### src/rtl/y86_decode_stage_if.sv
// Decode-stage bus: fetch inputs, hazard controls, register-file read port,
// forwarding sources and the E pipeline register outputs.
interface y86_decode_stage_if #(
  parameter int W = 64
);
  logic [2:0]   f_stat;
  logic [3:0]   f_icode, f_ifun, f_rA, f_rB;
  logic [W-1:0] f_valC, f_valP;

  logic         D_stall, D_bubble, E_bubble;

  logic [3:0]   srcA, srcB;
  logic [W-1:0] rvalA, rvalB;

  logic [3:0]   e_dstE, M_dstM, M_dstE, W_dstM, W_dstE;
  logic [W-1:0] e_valE, m_valM, M_valE, W_valM, W_valE;

  logic [2:0]   E_stat;
  logic [3:0]   E_icode, E_ifun;
  logic [W-1:0] E_valC, E_valA, E_valB;
  logic [3:0]   E_dstE, E_dstM, E_srcA, E_srcB;

  // Surrounding pipeline (fetch, hazard unit, register file, later stages).
  modport master (
    output f_stat, f_icode, f_ifun, f_rA, f_rB, f_valC, f_valP,
    output D_stall, D_bubble, E_bubble,
    input  srcA, srcB,
    output rvalA, rvalB,
    output e_dstE, e_valE, M_dstM, m_valM, M_dstE, M_valE,
    output W_dstM, W_valM, W_dstE, W_valE,
    input  E_stat, E_icode, E_ifun, E_valC, E_valA, E_valB,
    input  E_dstE, E_dstM, E_srcA, E_srcB
  );

  // The decode stage itself.
  modport slave (
    input  f_stat, f_icode, f_ifun, f_rA, f_rB, f_valC, f_valP,
    input  D_stall, D_bubble, E_bubble,
    output srcA, srcB,
    input  rvalA, rvalB,
    input  e_dstE, e_valE, M_dstM, m_valM, M_dstE, M_valE,
    input  W_dstM, W_valM, W_dstE, W_valE,
    output E_stat, E_icode, E_ifun, E_valC, E_valA, E_valB,
    output E_dstE, E_dstM, E_srcA, E_srcB
  );
endinterface

### src/rtl/y86_decode_stage.sv
// Y86-64 decode stage: D pipeline register, register-ID decode, forwarding
// merge of register-file data, and the E pipeline register.
module y86_decode_stage #(
  parameter int         W     = 64,
  parameter logic [3:0] RNONE = 4'hf
) (
  input  logic              clock,
  input  logic              reset,
  y86_decode_stage_if.slave bus
);

  typedef enum logic [3:0] {
    I_HALT   = 4'h0, I_NOP   = 4'h1, I_RRMOVQ = 4'h2, I_IRMOVQ = 4'h3,
    I_RMMOVQ = 4'h4, I_MRMOVQ = 4'h5, I_OPQ   = 4'h6, I_JXX    = 4'h7,
    I_CALL   = 4'h8, I_RET    = 4'h9, I_PUSHQ = 4'hA, I_POPQ   = 4'hB
  } icode_e;

  localparam logic [3:0] RSP      = 4'h4;
  localparam logic [2:0] STAT_AOK = 3'd1;

  typedef struct packed {
    logic [2:0]   stat;
    logic [3:0]   icode;
    logic [3:0]   ifun;
    logic [3:0]   rA;
    logic [3:0]   rB;
    logic [W-1:0] valC;
    logic [W-1:0] valP;
  } d_reg_t;

  typedef struct packed {
    logic [2:0]   stat;
    logic [3:0]   icode;
    logic [3:0]   ifun;
    logic [W-1:0] valC;
    logic [W-1:0] valA;
    logic [W-1:0] valB;
    logic [3:0]   dstE;
    logic [3:0]   dstM;
    logic [3:0]   srcA;
    logic [3:0]   srcB;
  } e_reg_t;

  localparam d_reg_t D_BUBBLE = '{stat: STAT_AOK, icode: I_NOP, ifun: 4'h0,
                                  rA: RNONE, rB: RNONE, valC: '0, valP: '0};
  localparam e_reg_t E_BUBBLE = '{stat: STAT_AOK, icode: I_NOP, ifun: 4'h0,
                                  valC: '0, valA: '0, valB: '0,
                                  dstE: RNONE, dstM: RNONE, srcA: RNONE, srcB: RNONE};

  d_reg_t       d_q, d_d;
  e_reg_t       e_q, e_d;
  logic [3:0]   src_a, src_b, dst_e, dst_m;
  logic [W-1:0] d_val_a, d_val_b;

  // Stall outranks bubble: a stalled D keeps its instruction.
  always_comb begin
    // NOTE: give d_d a default before any branch so no path leaves it unassigned (no latch).
    d_d = d_q;
    if (!bus.D_stall) begin
      if (bus.D_bubble) begin
        d_d = D_BUBBLE;
      end else begin
        d_d = '{stat: bus.f_stat, icode: bus.f_icode, ifun: bus.f_ifun,
                rA: bus.f_rA, rB: bus.f_rB, valC: bus.f_valC, valP: bus.f_valP};
      end
    end
  end

  always_comb begin
    src_a = RNONE;
    src_b = RNONE;
    dst_e = RNONE;
    dst_m = RNONE;
    case (d_q.icode)
      I_RRMOVQ: begin src_a = d_q.rA; dst_e = d_q.rB; end
      I_IRMOVQ: begin dst_e = d_q.rB; end
      I_RMMOVQ: begin src_a = d_q.rA; src_b = d_q.rB; end
      I_MRMOVQ: begin src_b = d_q.rB; dst_m = d_q.rA; end
      I_OPQ:    begin src_a = d_q.rA; src_b = d_q.rB; dst_e = d_q.rB; end
      I_CALL:   begin src_b = RSP; dst_e = RSP; end
      I_RET:    begin src_a = RSP; src_b = RSP; dst_e = RSP; end
      I_PUSHQ:  begin src_a = d_q.rA; src_b = RSP; dst_e = RSP; end
      I_POPQ:   begin src_a = RSP; src_b = RSP; dst_e = RSP; dst_m = d_q.rA; end
      default:  ;
    endcase
  end

  // Youngest producer wins; RNONE sources are filtered before any dst compare.
  always_comb begin
    if (d_q.icode == I_JXX || d_q.icode == I_CALL) d_val_a = d_q.valP;
    else if (src_a == RNONE)                       d_val_a = '0;
    else if (src_a == bus.e_dstE)                  d_val_a = bus.e_valE;
    else if (src_a == bus.M_dstM)                  d_val_a = bus.m_valM;
    else if (src_a == bus.M_dstE)                  d_val_a = bus.M_valE;
    else if (src_a == bus.W_dstM)                  d_val_a = bus.W_valM;
    else if (src_a == bus.W_dstE)                  d_val_a = bus.W_valE;
    else                                           d_val_a = bus.rvalA;

    if (src_b == RNONE)           d_val_b = '0;
    else if (src_b == bus.e_dstE) d_val_b = bus.e_valE;
    else if (src_b == bus.M_dstM) d_val_b = bus.m_valM;
    else if (src_b == bus.M_dstE) d_val_b = bus.M_valE;
    else if (src_b == bus.W_dstM) d_val_b = bus.W_valM;
    else if (src_b == bus.W_dstE) d_val_b = bus.W_valE;
    else                          d_val_b = bus.rvalB;
  end

  always_comb begin
    e_d = E_BUBBLE;
    if (!bus.E_bubble) begin
      e_d = '{stat: d_q.stat, icode: d_q.icode, ifun: d_q.ifun, valC: d_q.valC,
              valA: d_val_a, valB: d_val_b, dstE: dst_e, dstM: dst_m,
              srcA: src_a, srcB: src_b};
    end
  end

  always_ff @(posedge clock) begin
    // NOTE: sequential state uses non-blocking assignments so every flop samples pre-edge values.
    if (!reset) begin
      d_q <= D_BUBBLE;
      e_q <= E_BUBBLE;
    end else begin
      d_q <= d_d;
      e_q <= e_d;
    end
  end

  assign bus.srcA    = src_a;
  assign bus.srcB    = src_b;
  assign bus.E_stat  = e_q.stat;
  assign bus.E_icode = e_q.icode;
  assign bus.E_ifun  = e_q.ifun;
  assign bus.E_valC  = e_q.valC;
  assign bus.E_valA  = e_q.valA;
  assign bus.E_valB  = e_q.valB;
  assign bus.E_dstE  = e_q.dstE;
  assign bus.E_dstM  = e_q.dstM;
  assign bus.E_srcA  = e_q.srcA;
  assign bus.E_srcB  = e_q.srcB;

endmodule
### src/flat_wrapper.sv
// flat-port wrapper written by rule: the top's interface ports become plain ports
module y86_decode_stage_flat 
#(
  parameter int         W     = 64,
  parameter logic [3:0] RNONE = 4'hf
)
  (clock, reset, bus_f_stat, bus_f_icode, bus_f_ifun, bus_f_rA, bus_f_rB, bus_f_valC, bus_f_valP, bus_D_stall, bus_D_bubble, bus_E_bubble, bus_srcA, bus_srcB, bus_rvalA, bus_rvalB, bus_e_dstE, bus_e_valE, bus_M_dstM, bus_m_valM, bus_M_dstE, bus_M_valE, bus_W_dstM, bus_W_valM, bus_W_dstE, bus_W_valE, bus_E_stat, bus_E_icode, bus_E_ifun, bus_E_valC, bus_E_valA, bus_E_valB, bus_E_dstE, bus_E_dstM, bus_E_srcA, bus_E_srcB);
  y86_decode_stage_if #(.W(W)) bus_i ();
  input  logic clock;
  input  logic reset;
  input wire logic [$bits(bus_i.f_stat)-1:0] bus_f_stat;
  input wire logic [$bits(bus_i.f_icode)-1:0] bus_f_icode;
  input wire logic [$bits(bus_i.f_ifun)-1:0] bus_f_ifun;
  input wire logic [$bits(bus_i.f_rA)-1:0] bus_f_rA;
  input wire logic [$bits(bus_i.f_rB)-1:0] bus_f_rB;
  input wire logic [$bits(bus_i.f_valC)-1:0] bus_f_valC;
  input wire logic [$bits(bus_i.f_valP)-1:0] bus_f_valP;
  input wire logic [$bits(bus_i.D_stall)-1:0] bus_D_stall;
  input wire logic [$bits(bus_i.D_bubble)-1:0] bus_D_bubble;
  input wire logic [$bits(bus_i.E_bubble)-1:0] bus_E_bubble;
  output wire logic [$bits(bus_i.srcA)-1:0] bus_srcA;
  output wire logic [$bits(bus_i.srcB)-1:0] bus_srcB;
  input wire logic [$bits(bus_i.rvalA)-1:0] bus_rvalA;
  input wire logic [$bits(bus_i.rvalB)-1:0] bus_rvalB;
  input wire logic [$bits(bus_i.e_dstE)-1:0] bus_e_dstE;
  input wire logic [$bits(bus_i.e_valE)-1:0] bus_e_valE;
  input wire logic [$bits(bus_i.M_dstM)-1:0] bus_M_dstM;
  input wire logic [$bits(bus_i.m_valM)-1:0] bus_m_valM;
  input wire logic [$bits(bus_i.M_dstE)-1:0] bus_M_dstE;
  input wire logic [$bits(bus_i.M_valE)-1:0] bus_M_valE;
  input wire logic [$bits(bus_i.W_dstM)-1:0] bus_W_dstM;
  input wire logic [$bits(bus_i.W_valM)-1:0] bus_W_valM;
  input wire logic [$bits(bus_i.W_dstE)-1:0] bus_W_dstE;
  input wire logic [$bits(bus_i.W_valE)-1:0] bus_W_valE;
  output wire logic [$bits(bus_i.E_stat)-1:0] bus_E_stat;
  output wire logic [$bits(bus_i.E_icode)-1:0] bus_E_icode;
  output wire logic [$bits(bus_i.E_ifun)-1:0] bus_E_ifun;
  output wire logic [$bits(bus_i.E_valC)-1:0] bus_E_valC;
  output wire logic [$bits(bus_i.E_valA)-1:0] bus_E_valA;
  output wire logic [$bits(bus_i.E_valB)-1:0] bus_E_valB;
  output wire logic [$bits(bus_i.E_dstE)-1:0] bus_E_dstE;
  output wire logic [$bits(bus_i.E_dstM)-1:0] bus_E_dstM;
  output wire logic [$bits(bus_i.E_srcA)-1:0] bus_E_srcA;
  output wire logic [$bits(bus_i.E_srcB)-1:0] bus_E_srcB;
  assign bus_i.f_stat = bus_f_stat;
  assign bus_i.f_icode = bus_f_icode;
  assign bus_i.f_ifun = bus_f_ifun;
  assign bus_i.f_rA = bus_f_rA;
  assign bus_i.f_rB = bus_f_rB;
  assign bus_i.f_valC = bus_f_valC;
  assign bus_i.f_valP = bus_f_valP;
  assign bus_i.D_stall = bus_D_stall;
  assign bus_i.D_bubble = bus_D_bubble;
  assign bus_i.E_bubble = bus_E_bubble;
  assign bus_srcA = bus_i.srcA;
  assign bus_srcB = bus_i.srcB;
  assign bus_i.rvalA = bus_rvalA;
  assign bus_i.rvalB = bus_rvalB;
  assign bus_i.e_dstE = bus_e_dstE;
  assign bus_i.e_valE = bus_e_valE;
  assign bus_i.M_dstM = bus_M_dstM;
  assign bus_i.m_valM = bus_m_valM;
  assign bus_i.M_dstE = bus_M_dstE;
  assign bus_i.M_valE = bus_M_valE;
  assign bus_i.W_dstM = bus_W_dstM;
  assign bus_i.W_valM = bus_W_valM;
  assign bus_i.W_dstE = bus_W_dstE;
  assign bus_i.W_valE = bus_W_valE;
  assign bus_E_stat = bus_i.E_stat;
  assign bus_E_icode = bus_i.E_icode;
  assign bus_E_ifun = bus_i.E_ifun;
  assign bus_E_valC = bus_i.E_valC;
  assign bus_E_valA = bus_i.E_valA;
  assign bus_E_valB = bus_i.E_valB;
  assign bus_E_dstE = bus_i.E_dstE;
  assign bus_E_dstM = bus_i.E_dstM;
  assign bus_E_srcA = bus_i.E_srcA;
  assign bus_E_srcB = bus_i.E_srcB;
  y86_decode_stage #(.W(W), .RNONE(RNONE)) u_core (.clock(clock), .reset(reset), .bus(bus_i));
endmodule
### config.mk
export PLATFORM = sky130hd
export DESIGN_NAME = y86_decode_stage_flat
export DESIGN_NICKNAME = d
export VERILOG_FILES = /design/src/rtl/y86_decode_stage_if.sv /design/src/rtl/y86_decode_stage.sv /design/src/flat_wrapper.sv
export SDC_FILE = /design/constraint.sdc
export NUM_CORES = 1
export LEC_CHECK = 0
export CAP_MARGIN = 20
export CORE_AREA = 2 2 330 332
export DETAILED_ROUTE_END_ITERATION = 16
export DIE_AREA = 0 0 332 334
export HOLD_SLACK_MARGIN = 0.02
export PLACE_DENSITY = 0.47
export SYNTH_ARGS = -nofsm -noshare
export SYNTH_HDL_FRONTEND = slang
export SYNTH_SLANG_ARGS = --single-unit
### constraint.sdc
create_clock -name clock -period 2.3 [get_ports clock]
set_input_delay 0.46 -clock clock [delete_from_list [all_inputs] [get_ports clock]]
set_output_delay 0.46 -clock clock [all_outputs]
set_load 0.02 [all_outputs]
# After elaboration in Yosys (flattened, before gate mapping)
# Cells that the tools add are included.
# word_totals
regBits	366
inputBits	620
out_inout_bits	227
word_cells	67
# op_classes
n_eq_ne	22
mux	16
bitwise_logic	2
reduce_logical	10
# ops
operator	count
2-to-1 mux 64 bit	12
2-to-1 mux 147 bit	1
== test 4 bit	10
== test 4 bit (second input constant)	6
one-hot mux 4 bit (2 select lines)	3
== test 4 x 3 -> 1 bit (second input constant)	4
OR reduction 3 bit	4
== test 4 x 2 -> 1 bit (second input constant)	2
OR reduction 4 bit	2
OR reduction 2 bit	3
inverter 1 bit	2
logical OR 1 bit	1

# Longest topological paths before layout
# depth
depth_word	11
ltp_mapped	12
ltp_nobuf	8

# Worst setup path before layout
# OpenSTA, ideal clock, no wires.
# synth_timing
path_kind	register -> register
start	reg u_core.d_q[142] (netlist bit)
end	reg u_core.e_q (netlist bit u_core.bus.E_valA[10])
setup_ns	0.122
t_arrival_ns	2.330
t_required_ns	2.178
slack_ns	-0.152
stages_incl_launch_ff	12
n_path_buf	4
synth_period_minus_slack_ns	2.452
cell_sequence	dfxtp_1 > buf_4 > nor2b_1 > buf_4 > o21ai_4 > xor2_1 > or3_1 > buf_2 > buf_2 > o21ai_0 > a311oi_1 > o32a_1
# synth_via
elab_chain_len	11
word_cells_on_any_way	25
cone_classes	eq/ne: 14; mux: 8; reduce/logical: 3
# synth_rtl
element	line	rtl
from (decl)	y86_decode_stage.sv:50	d_reg_t d_q, d_d;
from (signal assigned)	y86_decode_stage.sv:120	d_q <= D_BUBBLE;
from (signal assigned)	y86_decode_stage.sv:123	d_q <= d_d;
== test 4 x 3 -> 1 bit, or another cell as far along	y86_decode_stage.sv:74	case (d_q.icode)
OR reduction 4 bit (no line) or OR reduction 2 bit (tied branches)	n/a	
one-hot mux 4 bit (2 select lines) (*)	y86_decode_stage.sv:74	
net bus_srcA[2]	flat_wrapper.sv:21	output wire logic [$bits(bus_i.srcA)-1:0] bus_srcA;
== test 4 bit	y86_decode_stage.sv:96	else if (src_a == bus.W_dstE) d_val_a = bus.W_valE;
2-to-1 mux 64 bit	y86_decode_stage.sv:96	
2-to-1 mux 64 bit	y86_decode_stage.sv:95	else if (src_a == bus.W_dstM) d_val_a = bus.W_valM;
2-to-1 mux 64 bit	y86_decode_stage.sv:94	else if (src_a == bus.M_dstE) d_val_a = bus.M_valE;
2-to-1 mux 64 bit	y86_decode_stage.sv:93	else if (src_a == bus.M_dstM) d_val_a = bus.m_valM;
2-to-1 mux 64 bit	y86_decode_stage.sv:92	else if (src_a == bus.e_dstE) d_val_a = bus.e_valE;
2-to-1 mux 64 bit (*)	y86_decode_stage.sv:91	else if (src_a == RNONE) d_val_a = '0;
2-to-1 mux 64 bit (*)	y86_decode_stage.sv:90	if (d_q.icode == I_JXX || d_q.icode == I_CALL) d_val_a = d_q.valP;
to (signal assigned)	y86_decode_stage.sv:121	e_q <= E_BUBBLE;
to (signal assigned)	y86_decode_stage.sv:124	e_q <= e_d;
to (decl)	y86_decode_stage.sv:51	e_reg_t e_q, e_d;
# Mark *: on every way through the listed nets, which the timed path passes. The rest lies on a longest branch.
# A chain may end at the register's enable or synchronous reset.

# Final worst setup path
# layout_timing
start	reg u_core.d_q[141] (netlist bit)
end	reg u_core.e_q (netlist bit u_core.bus.E_valA[29])
# layout_via
elab_chain_len	11
word_cells_on_any_way	25
cone_classes	eq/ne: 14; mux: 8; reduce/logical: 3
# layout_rtl
element	line
== test 4 x 3 -> 1 bit, or another cell as far along	y86_decode_stage.sv:74
OR reduction 4 bit (no line) or OR reduction 2 bit (tied branches)	n/a
one-hot mux 4 bit (2 select lines)	y86_decode_stage.sv:74
== test 4 bit	y86_decode_stage.sv:96
2-to-1 mux 64 bit	y86_decode_stage.sv:96
2-to-1 mux 64 bit	y86_decode_stage.sv:95
2-to-1 mux 64 bit	y86_decode_stage.sv:94
2-to-1 mux 64 bit	y86_decode_stage.sv:93
2-to-1 mux 64 bit	y86_decode_stage.sv:92
2-to-1 mux 64 bit	y86_decode_stage.sv:91
2-to-1 mux 64 bit (*)	y86_decode_stage.sv:90
# Mark *: on every way between the ends. The rest lies on a longest branch, timed or not.

==> impl_metrics.ini <==
[place]
place_inst = 4590
port-buffer-count = 846
dp_hpwl_mm = 105
finalWeightedCongestion = 0.906

[final_layout]
mostFrequentLayoutCells = 835 x clkdlybuf4s50_1, 358 x dfxtp_1, 230 x buf_4
stdcell_count = 4825
syn2layout_area_growth_pct = 95.6
final_common_cell = clkdlybuf4s50_1
nets = 3957
layout-drive-gt1-share_pct = 24.5

[route]
drtIter0Drc = 2404
drcViolationCount = 0
detail_route.first_pass.iterations = 7
wl_mm = 149
num_vias = 25234
final_antenna_net_count = 0
avgRoutedWirePerCell_um = 31.0
vias_per_cell = 5.23

[pwr]
vdd.ir_drop.worst_mv = 0.522
p_per_area_mw_per_mm2 = 525
leakagePower_nw = 13.0

[clock_network]
cts_max_level = 2
cts_buffers = 49
cts.sinks = 366
cts_max_path_buffers = 3
cts_tree = yes
cts-root-buf = clkbuf_16
cts.clk_slew.worst_paths_ns = 0.06
clk_latency_ns = 0.64
cts_hold_buf = 0

[worst_setup_path]
cp_max_fo = 20
worstPathArrival_ns = 3.31
slowest_stage = a311oi_1
worst_path_largest_cell_delay_ns = 0.42
cp.required_ns = 2.88
crit_type = flop to flop
worstPathCellList = o21bai_4 > nor3_4 > buf_6 > or3_1 > o211ai_1 > buf_4 > buf_4 > buf_12 > nor3_1 > a311oi_1 > o32a_1
cpMostUsedCell = buf_4
end_kind = flop
crit_path_start_kind = flop

[worst_hold_path]
hp-class = primary input to flop

[global_route]
overflow = 0
first_global_vias = 24783
grt_max_degree = 148
grt_pass1_wl_mm = 199
antenna_found_initial = 66
track_usage_pct = 25.1

[sta]
min_period_over_period_pct = 119
fmax_mhz = 366
tns_ns = -41.67
slew_headroom_pct = 40.9
finalSetupViolations = 135
rsz0062_at_grt = yes
clock_skew_ns = 0.0193
drv_slew = 0
setup_ws_ns = -0.431
max_slew.worst_pin.slew_ns = 0.886
holdWs_ns = 0.293
hold_violations = 0
period_minus_slack_ns = 2.73

[synth]
synth_top_cell_area_share_pct = 38.0
synth_cell_types = 71
synthCells = 2294
ys_dominant_reg_cell = dfxtp_1
netlist_area_mm2 = 0.0193
synth_edf_count = 0
synth.area.top_cells = dfxtp_1 38%, a22o_1 5.5%, a22oi_1 5.3%
yosysWarnings = 0
yosysTopAreaCell = dfxtp_1
synth-seq-cells = 366
async_flop_share_pct = 0
syn_nets = 2914
syn_area_per_cell_um2 = 8.41
ys_seq_area_share_pct = 38.0

[flow_run]
drv_cap = 0

[floorplanning]
core_area_mm2 = 0.108
die_w_um = 332
die_h_um = 334
rows = 121
start_util_pct = 17.9
num_io_pins = 847
die_area_mm2 = 0.111

[outcome]
violations = setup timing
status = complete, but fails checks
stage by stage:
| step | instance area (um2) | power [W] | setup WS (ns) | utilization (%) |
|---|---|---|---|---|
| finish | 37700 | 0.0198 | -0.431 | 35.0 |
| global route | 37700 | 0.0204 | -0.502 | 35.0 |
| CTS | 36000 | 0.0196 | -0.425 | 33.4 |
| detailed placement | 32000 | 0.0109 | -0.827 | 29.7 |
| global placement | 32000 | 0.0109 | -0.817 | 29.7 |
| floorplan | 19400 | 0.00810 | -0.0980 | - |
sequential cells by signal (all words and copies together) (netlist names), 64 cells and up:
name               count
u_core.bus.E_valC     64
u_core.bus.E_valB     64
u_core.d_q           147
u_core.bus.E_valA     64
area by class of cell:
type                    instances  area, um2
fillers                     11071      70100
repair buffers               1266      13800
multi-input cells            1641      13000
flip-flops and latches        366       7340
well taps                    1414       1770
clock buffers                  68       1370
clock inverters                23        309
diodes                         34       85.1
inverters                      13       51.3
worst paths after layout:
| path | slack, ns | start | cells past startpoint | end |
|---|---|---|---|---|
| hold / removal | 0.29 | bus_D_stall | 3 | u_core.d_q[145] |
| setup / recovery | -0.43 | u_core.d_q[141] | 11 | u_core.bus.E_valA[29] |
| setup reg to reg | -0.43 | u_core.d_q[141] | 11 | u_core.bus.E_valA[29] |
| hold reg to reg | 0.44 | u_core.d_q[144] | 1 | u_core.bus.E_stat[0] |
timing repair:
action / in CTS / in global routing
pin swaps: 54 / 70
endpoints found under the setup margin: 137 / 136
cloned: 20 / 11
gates resized for setup: 323 / 243
buffers inserted: 58 / 35
worst max-delay path, delay by kind of cell, from the launching register on:
kind / cells / cell delay (ns)
DFF: 1 / 0.37
and+or+nand+nor: 3 / 0.42
AOI/OAI and AO/OA: 4 / 0.99
buffers and inverters: 4 / 0.85
synthesized netlist by cell type, drive strengths merged, types with 3 or more instances:
master and n:
a211oi 3, a21oi 74, a22o 121, a22oi 137, a311oi 65, a31oi 65
a32o 8, and2 76, buf 62, clkbuf 212, dfxtp 366, inv 12
nand2 91, nand2b 12, nand3 71, nand4 65, nor2 11, nor2b 148
nor3 76, nor3b 3, nor4 64, o211ai 3, o21a 69, o21ai 213
o22ai 11, o31ai 69, o32a 64, or2 3, or3 78, xnor2 9
xor2 4
logic make-up after synthesis:
kind of cell,count (synthesis),share of synthesized area [%]
mux,1,0.0519
flops,366,38.0
simple gates,705,20.9
buf+inv,287,6.07
compound gates,922,34.4
xor+xnor,13,0.590
power by group:
part / total (W) / internal, W / switching [W]
clock network: 0.00820 / 0.00476 / 0.00344
registers: 0.00663 / 0.00651 / 0.000114
logic: 0.00498 / 0.00247 / 0.00251
layer usage:
layer / GRT usage [%] / vias up / wire [um]
met5: 0 / - / 326
li1: - / 10995 / -
met3: 9.42 / 386 / 17200
met1: 29.9 / 12212 / 57900
met4: 10.3 / 54 / 6490
met2: 40.4 / 1587 / 67500
Note: power is estimated with default switching activity, not from simulation.
